==> src/rtl/pipe_fwd_pkg.sv <==
// Shared forwarding-select codes and stall state encoding for the ID/EX operand stages.
package pipe_fwd_pkg;

    localparam logic [2:0] FWD_RF         = 3'd0;
    localparam logic [2:0] FWD_IDEX_LINK  = 3'd1;
    localparam logic [2:0] FWD_EXMEM_ALU  = 3'd2;
    localparam logic [2:0] FWD_EXMEM_LINK = 3'd3;
    localparam logic [2:0] FWD_MEMWB      = 3'd4;

    localparam logic [1:0] ST_RUN    = 2'd0;
    localparam logic [1:0] ST_STALL1 = 2'd1;
    localparam logic [1:0] ST_STALL2 = 2'd2;

endpackage

==> src/rtl/rt_fwd_mux.sv <==
// Combinational 5-way rt operand select; unused codes fall back to the register file.
module rt_fwd_mux
    import pipe_fwd_pkg::*;
#(
    parameter int DW = 32
) (
    input  logic [2:0]    sel,
    input  logic [DW-1:0] rfData,
    input  logic [DW-1:0] idExLink,
    input  logic [DW-1:0] exMemAlu,
    input  logic [DW-1:0] exMemLink,
    input  logic [DW-1:0] memWbData,
    output logic [DW-1:0] fwdData
);

    // Pick the forwarded source; illegal codes behave like "no forwarding".
    always_comb begin
        fwdData = rfData;
        case (sel)
            FWD_RF:         fwdData = rfData;
            FWD_IDEX_LINK:  fwdData = idExLink;
            FWD_EXMEM_ALU:  fwdData = exMemAlu;
            FWD_EXMEM_LINK: fwdData = exMemLink;
            FWD_MEMWB:      fwdData = memWbData;
            default:        fwdData = rfData;
        endcase
    end

endmodule

==> src/rtl/id_ex_rt_stage.sv <==
// ID/EX rt operand latch with forwarding mux and load-use stall control.
// Optional bubble counter enabled by defining ID_EX_RT_STALL_CNT_EN.
module id_ex_rt_stage
    import pipe_fwd_pkg::*;
#(
    parameter int DW = 32,
    parameter int CW = 16
) (
    input  logic          clk,
    input  logic          rst_n,
    input  logic [31:0]   IF_ID_Instr,
    input  logic          IF_ID_isR_rs_rt_0,
    input  logic [2:0]    IF_ID_rt_FUnit_o,
    input  logic [DW-1:0] rf_rt_data,
    input  logic [DW-1:0] ID_EX_link,
    input  logic [DW-1:0] EX_MEM_alu,
    input  logic [DW-1:0] EX_MEM_link,
    input  logic [DW-1:0] MEM_WB_wdata,
    input  logic [31:0]   ID_EX_Instr,
    input  logic [31:0]   EX_MEM_Instr,
    input  logic          ID_EX_isLoad,
    input  logic          EX_MEM_isLoad,
    input  logic          flush,
    input  logic          hold,
    output logic [DW-1:0] ID_EX_rt_val,
    output logic          ID_EX_rt_vld,
    output logic          stall_o
`ifdef ID_EX_RT_STALL_CNT_EN
    ,
    output logic [CW-1:0] stall_cnt
`endif
);

    logic [1:0]    state;
    logic [4:0]    idRt;
    logic          hz;
    logic          loadStall;
    logic [DW-1:0] fwdData;

    // Only the rt fields of the surrounding instructions matter here.
    logic unusedBits;
    assign unusedBits = ^{IF_ID_Instr[31:21], IF_ID_Instr[15:0],
                          ID_EX_Instr[31:21], ID_EX_Instr[15:0],
                          EX_MEM_Instr[31:21], EX_MEM_Instr[15:0]};

    assign idRt = IF_ID_Instr[20:16];

    // A load still in EX or MEM targeting our rt cannot be forwarded in time.
    assign hz = IF_ID_isR_rs_rt_0 && (idRt != 5'd0) &&
                ((ID_EX_isLoad && (ID_EX_Instr[20:16] == idRt)) ||
                 (EX_MEM_isLoad && (EX_MEM_Instr[20:16] == idRt)));

    // Flush kills the dependent instruction, so it never needs a stall.
    assign loadStall = hz && !flush && ((state == ST_RUN) || (state == ST_STALL1));
    assign stall_o   = loadStall || hold;

    rt_fwd_mux #(.DW(DW)) uMux (
        .sel       (IF_ID_rt_FUnit_o),
        .rfData    (rf_rt_data),
        .idExLink  (ID_EX_link),
        .exMemAlu  (EX_MEM_alu),
        .exMemLink (EX_MEM_link),
        .memWbData (MEM_WB_wdata),
        .fwdData   (fwdData)
    );

    // Stall sequencer: at most two bubbles per load-use hazard, frozen by hold.
    always_ff @(posedge clk or negedge rst_n) begin
        if (!rst_n) begin
            state <= ST_RUN;
        end else if (hold) begin
            state <= state;
        end else if (flush) begin
            state <= ST_RUN;
        end else begin
            case (state)
                ST_RUN:    state <= hz ? ST_STALL1 : ST_RUN;
                ST_STALL1: state <= hz ? ST_STALL2 : ST_RUN;
                ST_STALL2: state <= ST_RUN;
                default:   state <= ST_RUN;
            endcase
        end
    end

    // ID/EX rt latch: hold freezes, flush or stall inserts a bubble, else capture.
    always_ff @(posedge clk or negedge rst_n) begin
        if (!rst_n) begin
            ID_EX_rt_val <= '0;
            ID_EX_rt_vld <= 1'b0;
        end else if (hold) begin
            ID_EX_rt_val <= ID_EX_rt_val;
            ID_EX_rt_vld <= ID_EX_rt_vld;
        end else if (flush || loadStall) begin
            ID_EX_rt_val <= '0;
            ID_EX_rt_vld <= 1'b0;
        end else begin
            ID_EX_rt_val <= fwdData;
            ID_EX_rt_vld <= 1'b1;
        end
    end

`ifdef ID_EX_RT_STALL_CNT_EN
    // Saturating count of load-use bubbles actually inserted (hold cycles excluded).
    always_ff @(posedge clk or negedge rst_n) begin
        if (!rst_n) begin
            stall_cnt <= '0;
        end else if (!hold && loadStall && (stall_cnt != {CW{1'b1}})) begin
            stall_cnt <= stall_cnt + CW'(1);
        end
    end
`else
    localparam int unusedCw = CW;
`endif

endmodule
==> config.mk <==
export PLATFORM = sky130hd
export DESIGN_NAME = id_ex_rt_stage
export DESIGN_NICKNAME = d
export VERILOG_FILES = /design/src/rtl/pipe_fwd_pkg.sv /design/src/rtl/rt_fwd_mux.sv /design/src/rtl/id_ex_rt_stage.sv
export SDC_FILE = /design/constraint.sdc
export NUM_CORES = 1
export LEC_CHECK = 0
export ABC_AREA = 1
export CAP_MARGIN = 20
export CORE_AREA = 2 2 115 117
export DETAILED_ROUTE_END_ITERATION = 7
export DIE_AREA = 0 0 117 119
export DONT_BUFFER_PORTS = 1
export GPL_TIMING_DRIVEN = 0
export HOLD_SLACK_MARGIN = 0.15
export PLACE_DENSITY = 0.45
export SYNTH_ARGS = -nofsm -noshare
export SYNTH_HDL_FRONTEND = slang
export SYNTH_HIERARCHICAL = 1
export SYNTH_SLANG_ARGS = --single-unit
==> constraint.sdc <==
create_clock -name clk -period 2.8 [get_ports clk]
set_clock_uncertainty 0.2 [all_clocks]
set_input_delay 0.28 -clock clk [delete_from_list [all_inputs] [get_ports clk]]
set_output_delay 0.28 -clock clk [all_outputs]
set_load 0.02 [all_outputs]
==> run summary, run 1 <==
Outcome = finished clean
Layout cells sized above 1 = 0.132
WP buf/inv = 4
Remaining antenna violation count = 0
Critical Path AT = 1.98 ns
CTS Sinks = 35
Final Wtd Congestion = 0.820
1st-iter DRT viols = 192
DIE AREA = 0.0139 sq mm
Fill cell count = 1448
Seq/Total Area, Yosys = 0.246
XOR/XNOR Fraction of Synth Area = 0.00246
HPWL Detailed = 11.1 mm
Worst slew margin = 0.603
CTS Root Buffer Type = clkbuf_16
P&R area growth vs syn = 20.9%
First-pass GRT wire length = 21.1 mm
ANT cells = 0
Mux cell area share after synthesis = 0
CP peak stage delay = 0.54 ns
Setup_tns = 0 ns
H-tree levels = 2
Drt drc = 0
DR WL/cell = 18.5 um
Startpoint class of the critical path = input port
Worst min-delay path class = in -> reg
Num CTS Buffers = 5
Number of max-cap violations = 0
Commonest non-fill, non-tap cell in the layout = nand2_1
Largest net degree at the start of global routing = 36
Worst skew pair latency = 0.27 ns
Post-Synth Adder-Cell Area = 0
Post-CTS setup buffer count = 0
Crit path kind = in -> reg
GRT Util Overall = 0.198
Power density cells = 385 mW/mm^2
Mapped Cells = 548
Final wirelength = 14.2 mm
Flip-flop and latch count after synthesis = 35
WP data required = 2.82 ns
Delay-heaviest family, CP = buffers and inverters
CP cell instances = buf_4, inv_4, o21ai_1, buf_4, nand3_1, nand2_1, nand3_1, nand2_1, dlygate4sd3_1
Port Buf Inserts = 0
Tcrit/Tclk final = 0.699
CTS tree = done
Post-synthesis compound-gate area fraction = 0.00737
Synth unique cells = 23
Drt first pass iters = 4
Worst IR Drop VDD = 0.000256 V
Crit path max fanout = 10
Final hold vios = 0
Leakage = 2.25 nW
Post-DR vias/cell = 5.13
Row cnt = 42
Slew @ Worst Pin = 0.591 ns
Worst hold slack = 0.153 ns
Die Y-Extent = 119 um
Main combinational cell family by area after synthesis = simple AND/OR/NAND/NOR gates
Crit-path slowest cell = dlygate4sd3_1
Initial core utilization = 0.277
Mean Syn Cell Area = 6.50 sq um
YS warnings = 6
GR Overflow Total = 0
Syn Nets = 814
Setup-failing EPs final = 0
Vias post-DR = 3943
Initial antenna violation count = 0
Clock Path Buffers = 2
Post-cts resize count = 0
Nets = 858
Max Slew Vio Count = 0
Mapped cell area = 0.00356 sq mm
Synth Area in Simple Gates = 0.586
Die width = 117 um
Reg clk slew, reported paths = 0.06 ns
Fmax = 511 MHz
Commonest cells after routing, fill and taps aside = nand2_1 (194), nand4_1 (97), nand3_1 (87), nor2_1 (42), dlygate4sd3_1 (36)
Overall Power = 1.66 mW
Core ar. = 0.0129 sq mm
I/O Pins = 300
RSZ-0062 raised after global routing = false
Vias in the first global route = 3982
CP endpoint kind = register
Tmin final = 1.96 ns
==> path summary, 6_finish.rpt <==
kind	to	slack, ns	cells after the start	start
max	ID_EX_rt_val[12]	0.84	9	IF_ID_rt_FUnit_o[2]
min	ID_EX_rt_val[27]	0.15	6	MEM_WB_wdata[27]
max reg2reg	ID_EX_rt_val[12]	1.05	7	state[1]
min reg2reg	state[1]	0.29	2	state[1]
max in group asynchronous	ID_EX_rt_val[1]	1.94	2	rst_n
min in group asynchronous	ID_EX_rt_val[12]	0.25	2	rst_n
==> cells in the mapped netlist, drive strengths merged <==
cell type / number / area, sq um
a21oi: 1 / 16.3
buf: 49 / 475
clkbuf: 4 / 15.0
dfrtp: 35 / 876
inv: 19 / 73.8
nand2: 197 / 752
nand3: 99 / 556
nand4: 97 / 607
nor2: 44 / 175
o21ai: 2 / 10.0
xor2: 1 / 8.76
==> layer usage <==
layer | track usage | routed length (um) | up-vias
met5 | 0 | 0 | -
met4 | 0.0287 | 74 | 0
met3 | 0.0585 | 1280 | 7
met2 | 0.336 | 6790 | 150
met1 | 0.252 | 6070 | 1817
li1 | - | - | 1969
==> power by group <==
| group | total, mW | switching, mW | internal [mW] |
|---|---|---|---|
| clock | 0.552 | 0.225 | 0.328 |
| combinational | 0.458 | 0.267 | 0.191 |
| sequential | 0.651 | 0.0967 | 0.554 |
==> flip-flops by register name (all words and copies together), names as in the netlist <==
register      flops
ID_EX_rt_val     32
state             2
ID_EX_rt_vld      1
==> through the flow <==
step | instance area [sq um] | util | worst slack (ns) | instances
2_1_floorplan | 3560 | - | 1.29 | 548
3_3_place_gp | 3780 | 0.294 | 1.07 | 724
3_5_place_dp | 3780 | 0.294 | 1.03 | 724
4_1_cts | 4310 | 0.335 | 0.833 | 769
5_1_grt | 4310 | 0.335 | 0.747 | 769
6_report | 4310 | 0.335 | 0.844 | 769
==> kinds of logic after synthesis <==
logic type	after synthesis
AO/OA/AOI/OAI	3
XOR/XNOR	1
buffers and inverters	72
flip-flops	35
AND/OR/NAND/NOR	437
==> worst reg2reg max path, stage by stage, from the launching register on <==
cell and delay, ns:
dfrtp_1 0.37, nor2_1 0.09, nand3_1 0.08, inv_1 0.10
nand2_4 0.11, nand3_1 0.10, nand2_1 0.05, dlygate4sd3_1 0.54
==> what timing repair did <==
item                       in CTS  in global routing
setup endpoints to repair       0                  0
hold buffers                   37                  0
hold endpoints to repair       67                  0
==> area by class of cell <==
cell class,count,area [sq um],area share
clock buffers,5,125,0.0290
inverters,19,73.8,0.0171
repair buffers,37,380,0.0882
plain buffers,53,490,0.114
flip-flops and latches,35,876,0.203
well taps,176,220,0.0511
clock inverters,3,20.0,0.00464
multi-input cells,441,2120,0.493
Note: power is estimated with default switching activity, not from simulation.
==> inputs of run 2 (changes only) <==
Settings changed: ABC_AREA 1 to 0, CORE_AREA 2 2 115 117 to 2 2 117 119, DIE_AREA 0 0 117 119 to 0 0 119 121, PLACE_DENSITY 0.45 to 0.46.
Clock period 2.8 ns to 1.75 ns, I/O delays scaled along.
==> run summary, run 2 <==
Mean Syn Cell Area = 8.37 sq um (was 6.50 sq um)
Setup slack, reg-to-reg = 0.16 ns (was 1.05 ns)
Nets = 760 (was 858)
Flip-flop and latch count after synthesis = 35 (unchanged)
Final instance area = 0.00455 sq mm (was 0.00431 sq mm)
Number of max-cap violations = 0 (unchanged)
Layout cells sized above 1 = 0.131 (was 0.132)
GR Overflow Total = 0 (unchanged)
Biggest register = ID_EX_rt_val (unchanged)
Mapped cell area = 0.00372 sq mm (was 0.00356 sq mm)
Yosys top cell by area = dfrtp_1 (unchanged)
Max Slew Vio Count = 0 (unchanged)
Final wirelength = 15.8 mm (was 14.2 mm)
CTS tree = done (unchanged)
CP endpoint kind = register (unchanged)
Final Wtd Congestion = 0.827 (was 0.820)
Dpl ws = -0.313 ns (was 1.03 ns)
Max reg flops = 32 (unchanged)
Fmax = 603 MHz
Top-count cell post-synth = nand3b_1 (was nand2_1)
YS warnings = 6 (unchanged)
1st-iter DRT viols = 392 (was 192)
Hold EP = ID_EX_rt_vld (was ID_EX_rt_val[27])
Commonest non-fill, non-tap cell in the layout = nand3b_1 (was nand2_1)
Syn Nets = 710 (was 814)
Initial antenna violation count = 3 (was 0)
Post-synth EDFFs = 0 (unchanged)
Drt first pass iters = 5 (was 4)
Setup-failing EPs final = 0 (unchanged)
Final hold vios = 0 (unchanged)
Top_reg_cell synth = dfrtp_1 (unchanged)
Leakage = 1.76 nW (was 2.25 nW)
Num CTS Buffers = 5 (unchanged)
CTS Sinks = 35 (unchanged)
Largest net degree at the start of global routing = 36 (unchanged)
Outcome = finished clean (unchanged)
DIE AREA = 0.0144 sq mm (was 0.0139 sq mm)
Crit path kind = in -> reg (unchanged)
Commonest cells after routing, fill and taps aside = nand3b_1 (64), dlygate4sd3_1 (41), dfrtp_1 (35) (was nand2_1 (194), nand4_1 (97), nand3_1 (87), nor2_1 (42), dlygate4sd3_1 (36))
I/O Pins = 300 (unchanged)
DR WL/cell = 23.4 um (was 18.5 um)
Synth unique cells = 37 (was 23)
WP data required = 1.71 ns (was 2.82 ns)
Remaining antenna violation count = 0 (unchanged)
H-tree levels = 2 (unchanged)
Worst skew pair latency = 0.28 ns (was 0.27 ns)
Power density cells = 662 mW/mm^2 (was 385 mW/mm^2)
Startpoint class of the critical path = input port (unchanged)
Die width = 119 um (was 117 um)
Port Buf Inserts = 0 (unchanged)
Crit-path slowest cell = a221o_1 (was dlygate4sd3_1)
Slew @ Worst Pin = 0.489 ns (was 0.591 ns)
Commonest cells in the netlist = nand3b_1 (64), dfrtp_1 (35), a21oi_1 (32), a221o_1 (32), o22a_1 (32) (was nand2_1 (194), nand4_1 (97), nand3_1 (87))
Reg clk slew, reported paths = 0.06 ns (about the same)
HP Start = IF_ID_Instr[17] (was MEM_WB_wdata[27])
Vias post-DR = 4012 (was 3943)
Clock Path Buffers = 2 (unchanged)
Die Y-Extent = 121 um (was 119 um)
Worst slew margin = 0.674 (was 0.603)
Top cells by area, synth = dfrtp_1 (24%), nand3b_1 (13%), a221o_1 (8.6%), o22a_1 (7.5%), a22oi_1 (6.3%) (was dfrtp_1 (25%), nand2_1 (20%), nand4_1 (17%), nand3_1 (12%), buf_4 (4.4%))
Yosys top cell area share = 0.236 (was 0.246)
Worst IR Drop VDD = 0.000339 V (was 0.000256 V)
RSZ-0062 raised after global routing = false (unchanged)
Core ar. = 0.0131 sq mm (was 0.0129 sq mm)
Reg2Reg Depth = 6 (was 7)
Vias in the first global route = 3921 (was 3982)
Number of cells on the worst hold path = 4 (was 6)
R2r endpoint = ID_EX_rt_val[5] (was ID_EX_rt_val[12])
Tmin final = 1.66 ns
GRT Util Overall = 0.207 (was 0.198)
Seq/Total Area, Yosys = 0.236 (was 0.246)
Drt drc = 0 (unchanged)
Crit path max fanout = 10 (unchanged)
Initial core utilization = 0.284 (was 0.277)
HPWL Detailed = 12.2 mm (was 11.1 mm)
CP peak stage delay = 0.29 ns (was 0.54 ns)
Mapped Cells = 444 (was 548)
Post-DR vias/cell = 5.96 (was 5.13)
CTS Root Buffer Type = clkbuf_16 (unchanged)
Top cell by count, worst path = buf_6
PnR worst setup slack = 0.0924 ns (was 0.844 ns)
Critical Path AT = 1.61 ns (was 1.98 ns)
First-pass GRT wire length = 23.1 mm (was 21.1 mm)
Top flop regs = ID_EX_rt_val x32, state x2, ID_EX_rt_vld x1 (unchanged)
Worst min-delay path class = in -> reg (unchanged)
CP cell instances = buf_6, o21a_4, buf_6, a221o_1, o22a_1, and3_1, a22oi_1, o21ai_1 (was buf_4, inv_4, o21ai_1, buf_4, nand3_1, nand2_1, nand3_1, nand2_1, dlygate4sd3_1)
P&R area growth vs syn = 22.3% (was 20.9%)
Placed inst area = 0.00394 sq mm (was 0.00378 sq mm)
Synth async-reset ratio = 1.00 (unchanged)
Worst r2r src = state[1] (unchanged)
Tcrit/Tclk final = 0.947
Row cnt = 42 (unchanged)
==> run 2: cell type report <==
class,count,area (sq um)
Timing Repair Buffer,43,438
Clock buffer,7,133
Clock inverter,1,5.00
Inverter,3,11.3
Sequential cell,35,876
Fill cell,1376,8540
Buffer,56,369
Tap cell,176,220
Multi-Input combinational cell,350,2490
Antenna cell,2,5.00
==> run 2: how the worst max path moves through the flow <==
stage                             start          endpoint  slack (ns)
floorplan           IF_ID_rt_FUnit_o[1]  ID_EX_rt_val[17]      -0.007
global placement    IF_ID_rt_FUnit_o[0]   ID_EX_rt_val[3]       -0.29
detailed placement  IF_ID_rt_FUnit_o[0]   ID_EX_rt_val[3]       -0.31
CTS                 IF_ID_rt_FUnit_o[0]  ID_EX_rt_val[24]        0.01
global route        IF_ID_rt_FUnit_o[1]  ID_EX_rt_val[25]        0.02
finish              IF_ID_rt_FUnit_o[1]  ID_EX_rt_val[18]        0.09
==> run 2: report_power, final <==
group	internal, mW	total, mW	switching [mW]	leakage (nW)
sequential	0.923	1.17	0.252	0.441
combinational	0.457	0.964	0.507	1.25
clock	0.526	0.871	0.345	0.0679
==> run 2: cells by family (layout without fill, tap and decap cells) <==
logic type             Yosys count  count (layout)  synth area share
AO/OA/AOI/OAI                  167             167             0.342
XOR/XNOR                        10              10            0.0236
buffers and inverters           59             110            0.0973
flip-flops                      35              35             0.236
multiplexers                     1               1           0.00269
other                            0               2                 0
AND/OR/NAND/NOR                172             172             0.298
==> run 2: repair_timing <==
item | in CTS | in global routing
hold buffers | 41 | 2
setup endpoints to repair | 2 | 30
endpoints found under the hold margin | 70 | 1
pin swaps | 2 | 2
gates resized for setup | 2 | 28
setup buffers | 1 | 0
==> run 2: critical path, delay by kind of cell <==
kind | cells | cell delay [ns]
simple gates | 1 | 0.18
compound gates | 5 | 0.98
buf+inv | 2 | 0.26
==> run 2: per-stage QoR <==
step | instances | hold slack [ns] | power, mW | setup TNS, ns | utilization
after CTS | 670 | 0.151 | 3.03 | 0 | 0.345
after global placement | 620 | -0.320 | 2.02 | -6.96 | 0.301
final | 673 | 0.0548 | 3.01 | 0 | 0.347
after global routing | 672 | 0.118 | 3.16 | 0 | 0.347
after floorplan | 444 | -0.321 | 1.78 | -0.0553 | -
after detailed placement | 620 | -0.320 | 2.04 | -7.52 | 0.301
==> run 2: routing by layer <==
metal / vias up / part of all wire / GRT usage
met3: 21 / 0.094 / 0.0583
met4: 2 / 0.016 / 0.0506
met5: - / 0.00082 / 0
met1: 1958 / 0.42 / 0.266
li1: 1825 / - / -
met2: 206 / 0.47 / 0.341
==> inputs of run 3 (changes only) <==
Settings changed: CAP_MARGIN 20 to 15, CORE_AREA 2 2 117 119 to 2 2 115 117, DIE_AREA 0 0 119 121 to 0 0 117 119, PLACE_DENSITY 0.46 to 0.47, RECOVER_POWER from default to 25.
==> run summary, run 3 (synthesis results as in run 2) <==
Critical Path AT = 1.64 ns (was 1.61 ns)
Drt first pass iters = 5 (unchanged)
Worst min-delay path class = in -> reg (unchanged)
Initial core utilization = 0.289 (was 0.284)
Reg2Reg Depth = 6 (unchanged)
Crit path from = IF_ID_rt_FUnit_o[1] (unchanged)
I/O Pins = 300 (unchanged)
Worst slew margin = 0.677 (was 0.674)
HPWL Detailed = 11.9 mm (was 12.2 mm)
Overall Power = 3.08 mW (was 3.01 mW)
WP data required = 1.70 ns (was 1.71 ns)
Vias post-DR = 4056 (was 4012)
Top flop regs = ID_EX_rt_val x32, state x2, ID_EX_rt_vld x1 (unchanged)
Max reg flops = 32 (unchanged)
DIE AREA = 0.0139 sq mm (was 0.0144 sq mm)
Post-CTS Hold Buffers = 41 (unchanged)
Multi-input gate area = 0.00249 sq mm (about the same)
Outcome = finished clean (unchanged)
Reg clk slew, reported paths = 0.06 ns (about the same)
GR Overflow Total = 0 (unchanged)
Biggest register = ID_EX_rt_val (unchanged)
Final instance area = 0.00456 sq mm (was 0.00455 sq mm)
Core ar. = 0.0129 sq mm (was 0.0131 sq mm)
Tcrit/Tclk final = 0.966 (was 0.947)
1st-iter DRT viols = 333 (was 392)
Die width = 117 um (was 119 um)
First-pass GRT wire length = 22.3 mm (was 23.1 mm)
Final hold vios = 0 (unchanged)
CP endpoint kind = register (unchanged)
Commonest cells after routing, fill and taps aside = nand3b_1 (64), dlygate4sd3_1 (39), dfrtp_1 (35) (was nand3b_1 (64), dlygate4sd3_1 (41), dfrtp_1 (35))
Clock share of power = 0.308 (was 0.289)
Slew @ Worst Pin = 0.485 ns (was 0.489 ns)
Drt drc = 0 (unchanged)
Worst IR Drop VDD = 0.000330 V (was 0.000339 V)
P&R area growth vs syn = 22.6% (was 22.3%)
CTS Sinks = 35 (unchanged)
Sw Ratio = 0.356 (was 0.367)
Crit path max fanout = 10 (unchanged)
Layout cells sized above 1 = 0.132 (was 0.131)
Leakage = 1.78 nW (was 1.76 nW)
Power density cells = 677 mW/mm^2 (was 662 mW/mm^2)
Worst skew pair latency = 0.28 ns (about the same)
Worst r2r src = state[1] (unchanged)
GRT Util Overall = 0.210 (was 0.207)
Setup slack, reg-to-reg = 0.15 ns (was 0.16 ns)
Port Buf Inserts = 0 (unchanged)
CTS tree = done (unchanged)
Row cnt = 42 (unchanged)
Net load switching power = 1.10 mW (about the same)
Startpoint class of the critical path = input port (unchanged)
Reg power frac = 0.381 (was 0.390)
Crit path kind = in -> reg (unchanged)
Layout Utilization = 0.354 (was 0.347)
HP Start = IF_ID_Instr[17] (unchanged)
R2r endpoint = ID_EX_rt_val[8] (was ID_EX_rt_val[5])
Setup-failing EPs final = 0 (unchanged)
Cell Int Power = 1.98 mW (was 1.91 mW)
CTS Root Buffer Type = clkbuf_16 (unchanged)
Num CTS Buffers = 5 (unchanged)
Remaining antenna violation count = 0 (unchanged)
Final wirelength = 15.5 mm (was 15.8 mm)
FF+latch area = 876 sq um (unchanged)
Max Slew Vio Count = 0 (unchanged)
Post-DR vias/cell = 6.04 (was 5.96)
Initial antenna violation count = 3 (unchanged)
RSZ-0062 raised after global routing = false (unchanged)
Worst hold slack = 0.0680 ns (was 0.0548 ns)
Die Y-Extent = 119 um (was 121 um)
Fill cell count = 1350 (was 1376)
Tmin final = 1.69 ns (was 1.66 ns)
Final Wtd Congestion = 0.846 (was 0.827)
Vias in the first global route = 3815 (was 3921)
Fmax = 591 MHz (was 603 MHz)
Placed inst area = 0.00394 sq mm (unchanged)
Commonest non-fill, non-tap cell in the layout = nand3b_1 (unchanged)
DR WL/cell = 23.0 um (was 23.4 um)
Largest net degree at the start of global routing = 36 (unchanged)
Combinational cell fraction of total power = 0.311 (was 0.320)
H-tree levels = 2 (unchanged)
Clock Path Buffers = 2 (unchanged)
Setup crit end = ID_EX_rt_val[17] (was ID_EX_rt_val[18])
Nets = 759 (was 760)
Number of cells on the worst hold path = 4 (unchanged)
Number of max-cap violations = 0 (unchanged)
[run 3: cell count changes in the layout (fill, tap and decap cells not counted), sizes merged]
| cell | delta |
|---|---|
| dlygate4sd3 | -2 |
| buf | +1 |
| clkinv | -1 |
| dlymetal6s4s | +1 |
[run 3: power by group through the flow]
| stage | Clock, mW | Combinational (mW) | Sequential, mW |
|---|---|---|---|
| floorplan | 0 | 0.645 | 1.14 |
| CTS | 0.969 | 0.952 | 1.18 |
| global placement | 0 | 0.831 | 1.19 |
| global route | 1.00 | 1.05 | 1.19 |
| detailed placement | 0 | 0.842 | 1.19 |
| finish | 0.950 | 0.958 | 1.18 |
[run 3: worst min-delay path by stage]
stage,to,slack [ns]
floorplan,ID_EX_rt_val[0],-0.32
global placement,ID_EX_rt_val[4],-0.32
detailed placement,ID_EX_rt_val[5],-0.32
CTS,ID_EX_rt_vld,0.07
global route,ID_EX_rt_vld,0.11
finish,ID_EX_rt_vld,0.07
[run 3: what timing repair did]
action	in CTS	in global routing
buffers inserted	1	0
resized for setup	2	26
endpoints found under the setup margin	3	32
pin swaps	1	0
hold endpoints to repair	70	1
[run 3: metal layers]
metal  part of all wire  global-route usage  vias to the layer above
met2               0.46               0.340                      197
met5            0.00084                   0                        -
met3              0.096              0.0570                       16
met4              0.013              0.0434                        2
li1                   -                   -                     1823
met1               0.43               0.281                     2018
[run 3: worst max-delay path, stage by stage]
cell	delay, ns
buf_2	0.25
or2b_1	0.26
a221o_1	0.33
o22a_1	0.22
and3_1	0.18
a22oi_1	0.13
o21ai_0	0.10
[run 3: layout make-up]
cell class,count,share of cell area
flip-flops and latches,35,0.192
repair buffers,42,0.0945
multi-input cells,350,0.546
diodes,2,0.00110
inverters,3,0.00247
clock buffers,8,0.0343
plain buffers,56,0.0813
well taps,176,0.0483
[run 3: metrics by stage]
stage / instances / setup TNS [ns] / worst slack [ns]
after floorplan: 444 / -0.0553 / -0.00652
after global placement: 620 / -6.46 / -0.291
after detailed placement: 620 / -7.02 / -0.313
after CTS: 670 / 0 / 0.0116
after global routing: 671 / 0 / 0.0168
final: 672 / 0 / 0.0593
